File: src/rtl/dmem_port_if.sv
// Bundle of the two issue lanes and the single memory port seen by dmem_port_arbiter.
// slave is the arbiter's view; master is the requester/memory side.
interface dmem_port_if #(
    parameter int ADDR_W = 32,
    parameter int DATA_W = 32
);
    logic              l0_req;
    logic              l0_we;
    logic [ADDR_W-1:0] l0_addr;
    logic [DATA_W-1:0] l0_wdata;
    logic              l1_req;
    logic              l1_we;
    logic [ADDR_W-1:0] l1_addr;
    logic [DATA_W-1:0] l1_wdata;
    logic              l0_gnt;
    logic              l1_gnt;
    logic              l0_rvalid;
    logic              l1_rvalid;
    logic [DATA_W-1:0] l0_rdata;
    logic [DATA_W-1:0] l1_rdata;
    logic              mem_en;
    logic              mem_we;
    logic [ADDR_W-1:0] mem_addr;
    logic [DATA_W-1:0] mem_wdata;
    logic [DATA_W-1:0] mem_rdata;
    logic              stall;

    modport slave (
        input  l0_req, l0_we, l0_addr, l0_wdata,
        input  l1_req, l1_we, l1_addr, l1_wdata,
        input  mem_rdata,
        output l0_gnt, l1_gnt, l0_rvalid, l1_rvalid, l0_rdata, l1_rdata,
        output mem_en, mem_we, mem_addr, mem_wdata, stall
    );

    modport master (
        output l0_req, l0_we, l0_addr, l0_wdata,
        output l1_req, l1_we, l1_addr, l1_wdata,
        output mem_rdata,
        input  l0_gnt, l1_gnt, l0_rvalid, l1_rvalid, l0_rdata, l1_rdata,
        input  mem_en, mem_we, mem_addr, mem_wdata, stall
    );
endinterface

File: src/rtl/dmem_port_arbiter.sv
// Shares one data-memory port between the two lanes of an issue bundle.
// Lane 0 wins a dual request; lane 1 is buffered and replayed the next cycle.
//
// state | meaning
// IDLE  | grant whichever lane requests; on a dual request grant lane 0 and buffer lane 1
// DEFER | replay the buffered lane 1 op, lane requests ignored
module dmem_port_arbiter #(
    parameter int ADDR_W = 32,
    parameter int DATA_W = 32,
    parameter int CNT_W  = 16
) (
    input  logic             clk,
    input  logic             reset,
    dmem_port_if.slave       bus,
    output logic [CNT_W-1:0] conflict_cnt
);
    typedef enum logic {IDLE, DEFER} state_t;

    localparam logic [CNT_W-1:0] CNT_MAX = '1;

    state_t            state_q;
    state_t            state_d;
    logic              capture;
    logic              buf_we;
    logic [ADDR_W-1:0] buf_addr;
    logic [DATA_W-1:0] buf_wdata;
    logic              rv0_q;
    logic              rv1_q;
    logic [DATA_W-1:0] rd0_q;
    logic [DATA_W-1:0] rd1_q;

    always_comb begin
        state_d       = state_q;
        capture       = 1'b0;
        bus.l0_gnt    = 1'b0;
        bus.l1_gnt    = 1'b0;
        bus.stall     = 1'b0;
        bus.mem_en    = 1'b0;
        bus.mem_we    = 1'b0;
        bus.mem_addr  = '0;
        bus.mem_wdata = '0;
        // Reset masks the port outright so a deferred op can never leak out.
        if (!reset) begin
            case (state_q)
                IDLE: begin
                    if (bus.l0_req) begin
                        bus.l0_gnt    = 1'b1;
                        bus.mem_en    = 1'b1;
                        bus.mem_we    = bus.l0_we;
                        bus.mem_addr  = bus.l0_addr;
                        bus.mem_wdata = bus.l0_wdata;
                        if (bus.l1_req) begin
                            capture   = 1'b1;
                            bus.stall = 1'b1;
                            state_d   = DEFER;
                        end
                    end else if (bus.l1_req) begin
                        bus.l1_gnt    = 1'b1;
                        bus.mem_en    = 1'b1;
                        bus.mem_we    = bus.l1_we;
                        bus.mem_addr  = bus.l1_addr;
                        bus.mem_wdata = bus.l1_wdata;
                    end
                end
                DEFER: begin
                    bus.l1_gnt    = 1'b1;
                    bus.mem_en    = 1'b1;
                    bus.mem_we    = buf_we;
                    bus.mem_addr  = buf_addr;
                    bus.mem_wdata = buf_wdata;
                    state_d       = IDLE;
                end
                default: state_d = IDLE;
            endcase
        end
    end

    always_ff @(posedge clk) begin
        if (reset) begin
            state_q      <= IDLE;
            buf_we       <= 1'b0;
            buf_addr     <= '0;
            buf_wdata    <= '0;
            conflict_cnt <= '0;
            rv0_q        <= 1'b0;
            rv1_q        <= 1'b0;
            rd0_q        <= '0;
            rd1_q        <= '0;
        end else begin
            state_q <= state_d;
            if (capture) begin
                buf_we    <= bus.l1_we;
                buf_addr  <= bus.l1_addr;
                buf_wdata <= bus.l1_wdata;
                if (conflict_cnt != CNT_MAX) begin
                    conflict_cnt <= conflict_cnt + 1'b1;
                end
            end
            rv0_q <= bus.l0_gnt && !bus.mem_we;
            rv1_q <= bus.l1_gnt && !bus.mem_we;
            if (rv0_q) begin
                rd0_q <= bus.mem_rdata;
            end
            if (rv1_q) begin
                rd1_q <= bus.mem_rdata;
            end
        end
    end

    // Load data arrives from memory in the rvalid cycle; the registers hold it afterwards.
    assign bus.l0_rvalid = rv0_q;
    assign bus.l1_rvalid = rv1_q;
    assign bus.l0_rdata  = rv0_q ? bus.mem_rdata : rd0_q;
    assign bus.l1_rdata  = rv1_q ? bus.mem_rdata : rd1_q;
endmodule

File: src/flat_wrapper.sv
// flat-port wrapper written by rule: the top's interface ports become plain ports
module dmem_port_arbiter_flat 
#(
    parameter int ADDR_W = 32,
    parameter int DATA_W = 32,
    parameter int CNT_W  = 16
)
  (clk, reset, conflict_cnt, bus_l0_req, bus_l0_we, bus_l0_addr, bus_l0_wdata, bus_l1_req, bus_l1_we, bus_l1_addr, bus_l1_wdata, bus_mem_rdata, bus_l0_gnt, bus_l1_gnt, bus_l0_rvalid, bus_l1_rvalid, bus_l0_rdata, bus_l1_rdata, bus_mem_en, bus_mem_we, bus_mem_addr, bus_mem_wdata, bus_stall);
  dmem_port_if #(.ADDR_W(ADDR_W), .DATA_W(DATA_W)) bus_i ();
  input  logic clk;
  input  logic reset;
  output logic [CNT_W-1:0] conflict_cnt;
  input wire logic [$bits(bus_i.l0_req)-1:0] bus_l0_req;
  input wire logic [$bits(bus_i.l0_we)-1:0] bus_l0_we;
  input wire logic [$bits(bus_i.l0_addr)-1:0] bus_l0_addr;
  input wire logic [$bits(bus_i.l0_wdata)-1:0] bus_l0_wdata;
  input wire logic [$bits(bus_i.l1_req)-1:0] bus_l1_req;
  input wire logic [$bits(bus_i.l1_we)-1:0] bus_l1_we;
  input wire logic [$bits(bus_i.l1_addr)-1:0] bus_l1_addr;
  input wire logic [$bits(bus_i.l1_wdata)-1:0] bus_l1_wdata;
  input wire logic [$bits(bus_i.mem_rdata)-1:0] bus_mem_rdata;
  output wire logic [$bits(bus_i.l0_gnt)-1:0] bus_l0_gnt;
  output wire logic [$bits(bus_i.l1_gnt)-1:0] bus_l1_gnt;
  output wire logic [$bits(bus_i.l0_rvalid)-1:0] bus_l0_rvalid;
  output wire logic [$bits(bus_i.l1_rvalid)-1:0] bus_l1_rvalid;
  output wire logic [$bits(bus_i.l0_rdata)-1:0] bus_l0_rdata;
  output wire logic [$bits(bus_i.l1_rdata)-1:0] bus_l1_rdata;
  output wire logic [$bits(bus_i.mem_en)-1:0] bus_mem_en;
  output wire logic [$bits(bus_i.mem_we)-1:0] bus_mem_we;
  output wire logic [$bits(bus_i.mem_addr)-1:0] bus_mem_addr;
  output wire logic [$bits(bus_i.mem_wdata)-1:0] bus_mem_wdata;
  output wire logic [$bits(bus_i.stall)-1:0] bus_stall;
  assign bus_i.l0_req = bus_l0_req;
  assign bus_i.l0_we = bus_l0_we;
  assign bus_i.l0_addr = bus_l0_addr;
  assign bus_i.l0_wdata = bus_l0_wdata;
  assign bus_i.l1_req = bus_l1_req;
  assign bus_i.l1_we = bus_l1_we;
  assign bus_i.l1_addr = bus_l1_addr;
  assign bus_i.l1_wdata = bus_l1_wdata;
  assign bus_i.mem_rdata = bus_mem_rdata;
  assign bus_l0_gnt = bus_i.l0_gnt;
  assign bus_l1_gnt = bus_i.l1_gnt;
  assign bus_l0_rvalid = bus_i.l0_rvalid;
  assign bus_l1_rvalid = bus_i.l1_rvalid;
  assign bus_l0_rdata = bus_i.l0_rdata;
  assign bus_l1_rdata = bus_i.l1_rdata;
  assign bus_mem_en = bus_i.mem_en;
  assign bus_mem_we = bus_i.mem_we;
  assign bus_mem_addr = bus_i.mem_addr;
  assign bus_mem_wdata = bus_i.mem_wdata;
  assign bus_stall = bus_i.stall;
  dmem_port_arbiter #(.ADDR_W(ADDR_W), .DATA_W(DATA_W), .CNT_W(CNT_W)) u_core (.clk(clk), .reset(reset), .bus(bus_i), .conflict_cnt(conflict_cnt));
endmodule
File: config.mk
export PLATFORM = sky130hd
export DESIGN_NAME = dmem_port_arbiter_flat
export DESIGN_NICKNAME = d
export VERILOG_FILES = /design/src/rtl/dmem_port_if.sv /design/src/rtl/dmem_port_arbiter.sv /design/src/flat_wrapper.sv
export SDC_FILE = /design/constraint.sdc
export NUM_CORES = 1
export LEC_CHECK = 0
export CORE_MARGIN = 3
export CORE_UTILIZATION = 29
export DETAILED_ROUTE_END_ITERATION = 6
export SLEW_MARGIN = 20
export SYNTH_ARGS = -nofsm -noshare
export SYNTH_HDL_FRONTEND = slang
export SYNTH_SLANG_ARGS = --single-unit
File: constraint.sdc
create_clock -name clk -period 3 [get_ports clk]
set_input_delay 0.3 -clock clk [delete_from_list [all_inputs] [get_ports clk]]
set_output_delay 0.3 -clock clk [all_outputs]
set_load 0.05 [all_outputs]
; ---- Word level (Yosys, flattened, before mapping)
; Cells that the tools add are included.
[totals]
register_bits = 148
latchBits = 0
ram_bits = 0
rom_bits = 0
in_bits = 166
out_inout_bits = 151
elab_cells = 44
memories = 0
[classes]
add_sub_neg = 1
multipliers = 0
div = 0
order_cmp = 0
n_eq_ne = 1
shifts = 0
mux = 28
bitwise_logic = 1
n_reduce_logical = 4
[ops]
columns = cell, n
row1 = two-way mux 32 bit, 8
row2 = case mux 32 bit (2 select lines), 2
row3 = "adder 16 x 1 -> 16 bit, second input constant", 1
row4 = "inequality test 16 bit, second input constant", 1
row5 = two-way mux 1 bit, 14
row6 = case mux 1 bit (2 select lines), 4
row7 = logical AND 1 bit, 2
row8 = AND reduction 2 bit, 1
row9 = logical NOT 1 bit, 1
row10 = inverter 1 bit, 1

; ---- Logic depth before layout (Yosys ltp)
; Gate-level depths: netlist of run 1.
[logic_depth]
ltp_word = 6
ltp_mapped = 8
depth_no_buf = 5

; ---- Worst setup path after synthesis of run 1
; OpenSTA, ideal clock, no wires.
[synth_path]
kind = flip-flop to output port
start = register u_core.state_q
end = output bus_l0_gnt
arrival_time_ps = 1917
required_time_ps = 2700
path_slack_ps = 783
path_stages_with_launch = 5
n_path_buf = 3
cell_sequence = dfxtp_1 -> buf_2 -> clkbuf_1 -> buf_1 -> nor3_1
[synth_via]
elab_chain_len = 2
[synth_lines]
columns = element, line
row1 = from (decl), dmem_port_arbiter.sv:21  ; state_t state_q;
row2 = from (signal assigned), dmem_port_arbiter.sv:90  ; state_q <= state_d;
row3 = two-way mux 1 bit, dmem_port_arbiter.sv:44  ; case (state_q)
row4 = two-way mux 1 bit, dmem_port_arbiter.sv:43  ; if (!reset) begin
row5 = to (decl), flat_wrapper.sv:22  ; output wire logic [$bits(bus_i.l0_gnt)-1:0] bus_l0_gnt;
; Every way passes these cells.

; ---- Final worst setup path of run 1
[layout_path]
start = register u_core.state_q
end = output bus_mem_addr[9]
[layout_via]
elab_chain_len = 3
[layout_lines]
columns = element, line
row1 = inverter 1 bit, dmem_port_arbiter.sv:44
row2 = case mux 32 bit (2 select lines) (*), dmem_port_arbiter.sv:44
row3 = two-way mux 32 bit (*), dmem_port_arbiter.sv:43
row4 = to (decl), flat_wrapper.sv:30  ; output wire logic [$bits(bus_i.mem_addr)-1:0] bus_mem_addr;
; Every way passes the cells marked *; elsewhere a longest branch is shown, timed or not.

==> summary.md, run 1 <==
| Metric | Value |
|---|---|
| Reg area | `2970 sq um` |
| Internal power | `3.74 mW` |
| Post-Syn Area | `7380 sq um` |
| GR Util All Layers | `17.6%` |
| Vias | `~7.5k` |
| Netlist cell types | `39` |
| #FFs+latches synth | `about 150` |
| WP data required | `2.70 ns` |
| Min Hold Slack | `around 0.33 ns` |
| Initial antenna violation count | `1` |
| # DRC | `0` |
| Maximum clock insertion buffer count | `2` |
| Starting density of the core | `29.9%` |
| Slew Limit Fails | `0` |
| Relative slew slack | `38.8%` |
| Crit end category | `output port` |
| WL final | `~25,000 um` |
| Synth area leaders | `dfxtp_1 (40%), a21oi_1 (14%), nand2_1 (10%), mux2_2 (9.9%), nand3b_1 (6.6%)` |
| # fillers | `2,488` |
| Worst Path Arrival | `2.50 ns` |
| Period utilization | `about 93%` |
| CP Cell Sequence | `buf_12 -> a21oi_1 -> nor2_1 -> clkdlybuf4s50_1` |
| Power density cells | `485 nW/um^2` |
| Maxcap violations | `0` |
| First-pass GRT wire length | `38,600 um` |
| Seq/Total Area, Yosys | `40.1%` |
| Worst-path fanout max | `61` |
| Critical Path Max Stage Delay | `0.82 ns` |
| Net Count, Synth | `1,130` |
| Final Hold Viols | `0` |
| Post-CTS Setup Bufs | `0` |
| Cts bufs inserted | `17` |
| Nets | `1,406` |
| Outcome | `finished, final reports clean` |
| Routability Congestion | `between 0.7 and 0.8` |
| H-tree levels | `4` |
| Final setup vio count | `0` |
| Cell row count | `57` |
| IO Pins | `317` |
| Fraction of layout cells with a size suffix above 1 | `16.5%` |
| Largest net degree at the start of global routing | `72` |
| Full die area | `27,400 sq um` |
| Die Wd | `166 um` |
| CTS sink cnt | `148` |
| Post-route ant nets | `0` |
| Placed cell area | `between 10,000 and 15,000 sq um` |
| Biggest area consumer among synthesized cells | `dfxtp_1` |
| CP bufs+invs | `2` |
| Multi-input gate area | `4100 sq um` |
| Drt pass-1 iters | `5` |
| Crit Path Category | `reg2out` |
| Max IR drop VDD | `0.340 mV` |
| Die Height | `166 um` |
| HPWL after detailed placement | `17,800 um` |
| Comb power frac | `23.3%` |
| Port bufs | `around 320` |
| Hold crit path type | `in2reg` |
| Setup TNS | `0 ns` |
| Clk_lat worst skew | `0.42 ns` |
| # resized after CTS | `0` |
| Final Cell Area | `between 10,000 and 15,000 sq um` |
| Core area | `around 25,000 sq um` |
| Fmax | `between 300 and 400 MHz` |
| Static Leakage | `roughly 4.4 nW` |
| Area growth from synthesis to layout | `53.8%` |
| Sw Share | `32.0%` |
| YS warnings | `0` |
| Grt total ovfl | `0` |
| Hold Buf Count CTS | `0` |
| End-of-flow core utilization | `46.0%` |
| 1st-iter DRT viols | `439` |
| Final Skew | `between 0.009 and 0.01 ns` |
| Mean routed wirelength per cell | `15.9 um` |
| Startpoint type of the worst setup path | `flip-flop` |
| Sequential share of power | `between 30 and 40%` |
| ANT cells | `0` |
| CP max stage cell | `clkdlybuf4s50_1` |
| RSZ-0062 raised after global routing | `no` |
| Vias per cell | `~4.8` |
| CTS clock-pin slew for the worst setup and hold paths | `0.08 ns` |
| Post-Syn Instances | `963` |
| Worst slew pin tran | `0.917 ns` |
| Switching pwr | `about 1.8 mW` |
| Synth top area share | `40.1%` |
| Family with the most delay on the worst path | `buffers and inverters` |
| Vias in the first global route | `7,245` |
| Avg Synthesized Cell Area | `7.67 sq um` |
| Clock network fraction of total power | `39.3%` |
| Root Driver | `clkbuf_16` |
| CTS tree | `built` |
| Tmin final | `approximately 2.8 ns` |
[Yosys cell counts]
cell and n:
nand3_2 1, nor2b_1 2, and3_1 2, a211oi_1 1, nand4_1 5, or3_1 4, inv_1 4, a21oi_1 204
mux2_2 65, o31ai_1 2, o41ai_1 5, mux2_1 1, nand3b_1 65, a31oi_1 1, nor3_2 1, or3b_1 1
nor4_2 1, buf_1 25, nand3_1 5, buf_2 6, nor4_1 2, o21ai_0 5, and4_1 1, nand2_1 199
nor3_1 3, nand4_2 1, inv_2 1, mux2i_1 1, or2_1 1, and2_1 67, o311ai_1 2, o311ai_0 2
ha_1 1, dfxtp_1 148, nor3b_1 1, nand4bb_1 1, clkbuf_1 53, nor2_1 70, or4_1 3
[placed cells by master, fill, tap and decap left out, drive strengths merged, types with 17 or more instances in the layout]
cell type,instances
buf,102
nand2,199
nor2,70
mux2,66
a21oi,204
nand3b,65
clkdlybuf4s50,239
dfxtp,148
and2,67
clkbuf,17
[stage by stage]
step	setup WS, ns	total power [mW]	std cells
4_1_cts	0.162	5.60	1576
2_1_floorplan	0.783	2.84	963
6_report	0.195	5.51	1576
5_1_grt	0.0378	5.76	1576
3_5_place_dp	0.588	3.40	1544
3_3_place_gp	0.573	3.39	1544
[power by group through the flow]
stage | clock [mW] | combinational (mW) | sequential (mW)
4_1_cts | 2.24 | 1.30 | 2.06
3_3_place_gp | 0 | 1.28 | 2.10
2_1_floorplan | 0 | 0.751 | 2.09
6_report | 2.16 | 1.28 | 2.06
5_1_grt | 2.32 | 1.37 | 2.06
3_5_place_dp | 0 | 1.29 | 2.10
[final cells by class]
class / instances / area share (%)
multi-input cells: 726 / 36.1
repair buffers: 341 / 28.9
flip-flops and latches: 148 / 26.1
well taps: 324 / 3.57
inverters: 5 / 0.165
clock buffers: 17 / 3.74
clock inverters: 15 / 1.46
[worst register-to-register path: stages, from the launching register on]
cell and delay [ns]:
dfxtp_4 0.77, nand4bb_4 0.32, inv_2 0.07, buf_4 0.24, and2_1 0.20, and3_1 0.16, a211oi_1 0.21
[worst paths after layout]
path,start,cells after the start,to,slack [ns]
worst min register to register,u_core.buf_addr[15],2,u_core.buf_addr[15],0.46
worst max register to register,u_core.state_q,6,u_core.conflict_cnt[15],0.94
worst min-delay path,reset,2,u_core.buf_wdata[10],0.33
worst max-delay path,u_core.state_q,4,bus_mem_addr[9],0.20
[kinds of logic (layout without fill, tap and decap cells)]
group,Yosys count,count (layout),synth area share (%)
and+or+nand+nor,436,436,29.3
AOI/OAI and AO/OA,222,222,15.6
DFF,148,148,40.1
buffers and inverters,89,378,4.63
muxes,67,67,10.2
adders and majority gates,1,1,0.169
[metal layers]
layer | routed length (um) | vias to the layer above | global-route usage [%]
met5 | 20 | - | 0
met4 | 274 | 2 | 4.20
met3 | 2600 | 22 | 7.21
met2 | 11400 | 253 | 28.6
met1 | 10800 | 3431 | 21.7
li1 | - | 3818 | -
[flip-flops by register name, summed over array words and instances (netlist names)]
register and cells:
u_core.buf_wdata 32, u_core.conflict_cnt 16, u_core.rd1_q 32, u_core.buf_addr 32, u_core.bus.l0_rvalid 1, u_core.rd0_q 32, u_core.buf_we 1, u_core.bus.l1_rvalid 1
u_core.state_q 1
No activity file was read; power rests on OpenSTA's default activity.
==> inputs of run 2 (changes only) <==
--- a/config.mk
+++ b/config.mk
@@ -8,6 +8,7 @@
 export CORE_MARGIN = 3
 export CORE_UTILIZATION = 29
 export DETAILED_ROUTE_END_ITERATION = 6
+export DONT_BUFFER_PORTS = 1
 export SLEW_MARGIN = 20
 export SYNTH_ARGS = -nofsm -noshare
 export SYNTH_HDL_FRONTEND = slang
==> run 2 against run 1 <==
Net effect: first-iteration DRC count fell by 5.7%; flip-flop and latch count did not move; largest power group unchanged; sequential power barely moved; worst hold slack got worse by 0.31 ns; largest cell class unchanged; critical path depth did not move; total power fell by 7.7%; design area fell by 20%.
==> summary.md, run 2 (synthesized netlist as in run 1, its figures left out) <==
| Metric | Value |
|---|---|
| Comb power frac | `17.4%` |
| Final std cells w/o fill | `1,346` |
| Fraction of layout cells with a size suffix above 1 | `between 10% and 20%` |
| Crit Path Category | `reg2out` |
| Slew Limit Fails | `0` |
| Internal power | `3.49 mW` |
| Switching pwr | `1.59 mW` |
| Tmin final | `2.40 ns` |
| Port bufs | `0` |
| Worst Path Arrival | `between 2 and 2.5 ns` |
| Hold crit path type | `in2reg` |
| Sw Share | `31.4%` |
| Crit path launch | `u_core.state_q` |
| Worst hold path startpoint | `bus_l1_wdata[5]` |
| Die Wd | `166 um` |
| Core area | `24,700 sq um` |
| Max IR drop VDD | `0.253 mV` |
| # DRC | `0` |
| Min Hold Slack | `0.0246 ns` |
| R2r setup slk | `0.74 ns` |
| Die Height | `166 um` |
| CTS clock-pin slew for the worst setup and hold paths | `0.06 ns` |
| Routability Congestion | `0.764` |
| Clock network fraction of total power | `41.8%` |
| Vias in the first global route | `6,408` |
| Initial antenna violation count | `0` |
| # fillers | `2,628` |
| WP data required | `about 2.7 ns` |
| Dpl cells | `between 1k and 1.5k` |
| Most frequent cells in the layout | `a21oi_1 (204), nand2_1 (199), dfxtp_1 (145), nor2_1 (70), and2_1 (67)` |
| Vias | `6,784` |
| Worst-path fanout max | `89` |
| Fmax | `417 MHz` |
| Mean routed wirelength per cell | `16.6 um` |
| Most common cell after layout, fill and taps aside | `a21oi_1` |
| Crit end category | `output port` |
| Final Skew | `approximately 0.011 ns` |
| Cell row count | `57` |
| GR Util All Layers | `roughly 15%` |
| Setup TNS | `0 ns` |
| RSZ-0062 raised after global routing | `no` |
| Worst slew pin tran | `~0.95 ns` |
| ANT cells | `0` |
| Power density cells | `562 nW/um^2` |
| Post-route ant nets | `0` |
| # resized after CTS | `0` |
| CTS sink cnt | `148` |
| Final Hold Viols | `0` |
| Nets | `roughly 1.2k` |
| Drt pass-1 iters | `5` |
| WL final | `~22,000 um` |
| Static Leakage | `3.44 nW` |
| Grt total ovfl | `0` |
| H-tree levels | `4` |
| Outcome | `finished, final reports clean` |
| HPWL after detailed placement | `between 10,000 and 15,000 um` |
| Maximum clock insertion buffer count | `2` |
| Design Power | `slightly above 5 mW` |
| Largest net degree at the start of global routing | `134` |
| Sequential share of power | `40.8%` |
| Final setup vio count | `0` |
| Starting density of the core | `between 20% and 30%` |
| Relative slew slack | `36.2%` |
| Root Driver | `clkbuf_16` |
| 1st-iter DRT viols | `414` |
| Worst r2r src | `u_core.conflict_cnt[0]` |
| IO Pins | `317` |
| Cts bufs inserted | `17` |
| First-pass GRT wire length | `roughly 34,000 um` |
| Full die area | `27,400 sq um` |
| Maxcap violations | `0` |
| CTS tree | `built` |
| Period utilization | `79.9%` |
| Startpoint type of the worst setup path | `flip-flop` |
| Clk_lat worst skew | `0.41 ns` |
| Vias per cell | `5.04` |
| Area growth from synthesis to layout | `22.5%` |
==> run 2: changes by cell type in the layout (fill, tap and decap cells not counted), moves of 2 or more <==
cell	delta
clkinv_8	-2
clkdlybuf4s50_1	-239
dfxtp_1	-2
dlygate4sd3_1	+43
buf_12	-9
buf_4	-25
dfxtp_2	+2
==> run 2: metal layers <==
metal	part of all wire, %	global-route usage [%]	up-vias
met2	47	25.8	271
li1	-	-	3342
met4	1.3	4.39	0
met5	0	0	-
met3	10	5.21	19
met1	42	18.8	3152
==> run 2: power groups by stage <==
stage	Combinational, mW	Sequential [mW]	Clock (mW)
6_report	0.883	2.07	2.13
5_1_grt	0.947	2.08	2.30
4_1_cts	0.889	2.07	2.21
3_5_place_dp	0.818	2.12	0
3_3_place_gp	0.813	2.12	0
2_1_floorplan	0.751	2.09	0
==> run 2: worst paths after layout <==
path              cells past startpoint                 endpoint
setup / recovery                      4        bus_mem_wdata[26]
hold / removal                        2      u_core.buf_wdata[5]
setup reg to reg                      5  u_core.conflict_cnt[10]
hold reg to reg                       2      u_core.buf_addr[12]
==> run 2: through the flow <==
step                instance area, sq um  setup WS [ns]  utilization, %
detailed placement                  8010          0.770            32.5
global placement                    8010          0.768            32.5
finish                              9050          0.603            36.7
CTS                                 9040          0.571            36.6
floorplan                           7380          0.783               -
global route                        9050          0.420            36.7
==> run 2: timing repair <==
action / 4_1_cts / 5_1_grt
buffers inserted: 0 / 0
hold endpoints to repair: 75 / 1
endpoints found under the setup margin: 0 / 0
hold buffers: 43 / 1
==> run 2: critical path: stages (launching register included) <==
cell and delay, ns:
dfxtp_4 0.66, buf_12 0.38, a21oi_1 0.12, nor2_1 0.22
buf_4 0.25
==> run 2: cell type report <==
cell class | count | area (sq um) | share of cell area (%)
repair buffers | 111 | 973 | 10.8
well taps | 324 | 405 | 4.48
inverters | 5 | 18.8 | 0.207
clock buffers | 18 | 439 | 4.85
flip-flops and latches | 148 | 2970 | 32.8
multi-input cells | 726 | 4100 | 45.3
clock inverters | 14 | 141 | 1.56
==> inputs of run 3 (changes only) <==
==> constraint.sdc (replaced) <==
create_clock -name clk -period 2.11 [get_ports clk]
set_input_delay 0.211 -clock clk [delete_from_list [all_inputs] [get_ports clk]]
set_output_delay 0.211 -clock clk [all_outputs]
set_load 0.05 [all_outputs]
==> run 3 against run 2 <==
Net effect: cell count is 4.2% higher; non-clock buffer count is 56 higher; total power is 44% higher; flip-flop and latch count stayed put; clock skew is 0.0010 ns lower; design area is 5.4% higher; worst setup slack worse by 0.54 ns; largest cell class unchanged; critical endpoint unchanged; critical path type unchanged; count of clock-buffer cells in the layout stayed put; critical path depth is 1 higher; global-route usage is 0.89 points higher; register-to-register slack worse by 0.36 ns.
==> summary.md, run 3 (synthesized netlist as in run 1, its figures left out) <==
| Metric | Value |
|---|---|
| Outcome | `finished, final reports clean` |
| Power density cells | `~770 nW/um^2` |
| Die Height | `166 um` |
| WP data required | `1.90 ns` |
| IO Pins | `317` |
| Worst Path Arrival | `1.84 ns` |
| R2R depth | `4` |
| Largest net degree at the start of global routing | `134` |
| Maxcap violations | `0` |
| Worst slew pin tran | `roughly 0.54 ns` |
| Multi-input gate area | `4100 sq um` |
| Slew Limit Fails | `0` |
| Initial antenna violation count | `0` |
| Max IR drop VDD | `0.348 mV` |
| Port bufs | `0` |
| Startpoint type of the worst setup path | `flip-flop` |
| Cts bufs inserted | `17` |
| Reg-to-reg endpoint | `u_core.conflict_cnt[14]` |
| Crit end category | `output port` |
| # resized after CTS | `0` |
| Nets | `1,232` |
| Vias in the first global route | `6,851` |
| Root Driver | `clkbuf_16` |
| Hold Path End | `u_core.conflict_cnt[14]` |
| H-tree levels | `4` |
| Cell row count | `57` |
| Hold crit path type | `in2reg` |
| Setup TNS | `0 ns` |
| Post-route ant nets | `0` |
| Period utilization | `97.1%` |
| Most frequent cells in the layout | `a21oi_1 (204), nand2_1 (199), dfxtp_1 (145), buf_4 (97), nor2_1 (70)` |
| Routability Congestion | `0.776` |
| Final Cell Area | `9540 sq um` |
| Die Wd | `around 170 um` |
| Fraction of layout cells with a size suffix above 1 | `about a fifth` |
| Placed cell area | `8280 sq um` |
| CTS tree | `built` |
| Relative slew slack | `64.2%` |
| Grt total ovfl | `0` |
| Final Skew | `0.00987 ns` |
| First-pass GRT wire length | `around 36,000 um` |
| Core area | `between 20,000 and 25,000 sq um` |
| Vias per cell | `5.10` |
| Crit Path Category | `reg2out` |
| Static Leakage | `between 3 and 4 nW` |
| End-of-flow core utilization | `38.7%` |
| Most common cell after layout, fill and taps aside | `a21oi_1` |
| Drt pass-1 iters | `5` |
| WL final | `between 20,000 and 25,000 um` |
| Maximum clock insertion buffer count | `2` |
| Worst hold path startpoint | `reset` |
| CTS sink cnt | `around 150` |
| Tmin final | `2.05 ns` |
| CTS clock-pin slew for the worst setup and hold paths | `~0.07 ns` |
| Worst-path fanout max | `102` |
| WHS Path Cells | `2` |
| Area growth from synthesis to layout | `29.2%` |
| Fmax | `slightly below 500 MHz` |
| Reg area | `2970 sq um` |
| Clk_lat worst skew | `about 0.4 ns` |
| Vias | `between 7k and 8k` |
| R2r setup slk | `0.38 ns` |
| ANT cells | `0` |
| Starting density of the core | `29.9%` |
| # fillers | `2,553` |
| Final Hold Viols | `0` |
| Full die area | `27,400 sq um` |
| RSZ-0062 raised after global routing | `no` |
| Final setup vio count | `0` |
| HPWL after detailed placement | `15,100 um` |
| 1st-iter DRT viols | `427` |
| GR Util All Layers | `16.3%` |
| # DRC | `0` |
| Worst r2r src | `u_core.conflict_cnt[7]` |
| Mean routed wirelength per cell | `17.0 um` |
run 3: changes by cell type in the layout (fill, tap and decap cells not counted):
cell and change:
dlygate4sd3_1 +23, buf_4 +31, clkbuf_1 +1, clkbuf_8 -1
buf_12 +2
run 3: repair_timing:
item                                    CTS  global route
buffers inserted                          0             0
hold buffers                             67             0
hold endpoints to repair                 75             0
endpoints found under the setup margin    0             0
run 3: worst max-delay path by stage:
stage          depth (start not counted)  slack (ns)              startpoint                       to
2_1_floorplan                          6        0.02  u_core.conflict_cnt[0]  u_core.conflict_cnt[14]
3_3_place_gp                           5        0.42          u_core.state_q      u_core.buf_wdata[5]
3_5_place_dp                           5        0.38          u_core.state_q      u_core.buf_wdata[5]
4_1_cts                                5        0.07          u_core.state_q        bus_mem_wdata[27]
5_1_grt                                4       0.004          u_core.state_q        bus_mem_wdata[26]
6_report                               5        0.06          u_core.state_q        bus_mem_wdata[26]
run 3: per-layer routing:
metal / global-route usage (%) / part of all wire [%]
met3: 5.46 / 10
met2: 27.4 / 47
met4: 5.10 / 1.4
met1: 19.7 / 41
met5: 0 / 0
run 3: area by class of cell:
| cell class | instances | area share (%) |
|---|---|---|
| multi-input cells | 726 | 43.0 |
| inverters | 5 | 0.197 |
| repair buffers | 167 | 15.5 |
| clock inverters | 14 | 1.48 |
| clock buffers | 18 | 4.50 |
| well taps | 324 | 4.25 |
| flip-flops and latches | 148 | 31.1 |
run 3: report_power, final:
group | leakage, nW | switching (mW) | internal (mW)
combinational | 2.24 | 0.926 | 0.445
sequential | 1.20 | 0.0376 | 2.88
clock | 0.273 | 1.35 | 1.66
run 3: metrics by stage:
step	cells	hold WS, ns	power (mW)	setup WS [ns]
final	1402	0.0397	7.31	0.0605
after global routing	1402	0.0351	7.63	0.00381
after CTS	1402	0.00876	7.40	0.0724
after detailed placement	1303	0.294	4.22	0.381
after global placement	1303	0.294	4.20	0.423
after floorplan	963	0.283	4.05	0.0198
run 3: critical path, stage by stage (launching register included):
cell     delay (ns)
dfxtp_4        0.36
buf_12         0.17
a21oi_1        0.21
a21oi_1        0.06
nor2_1         0.24
buf_4          0.26
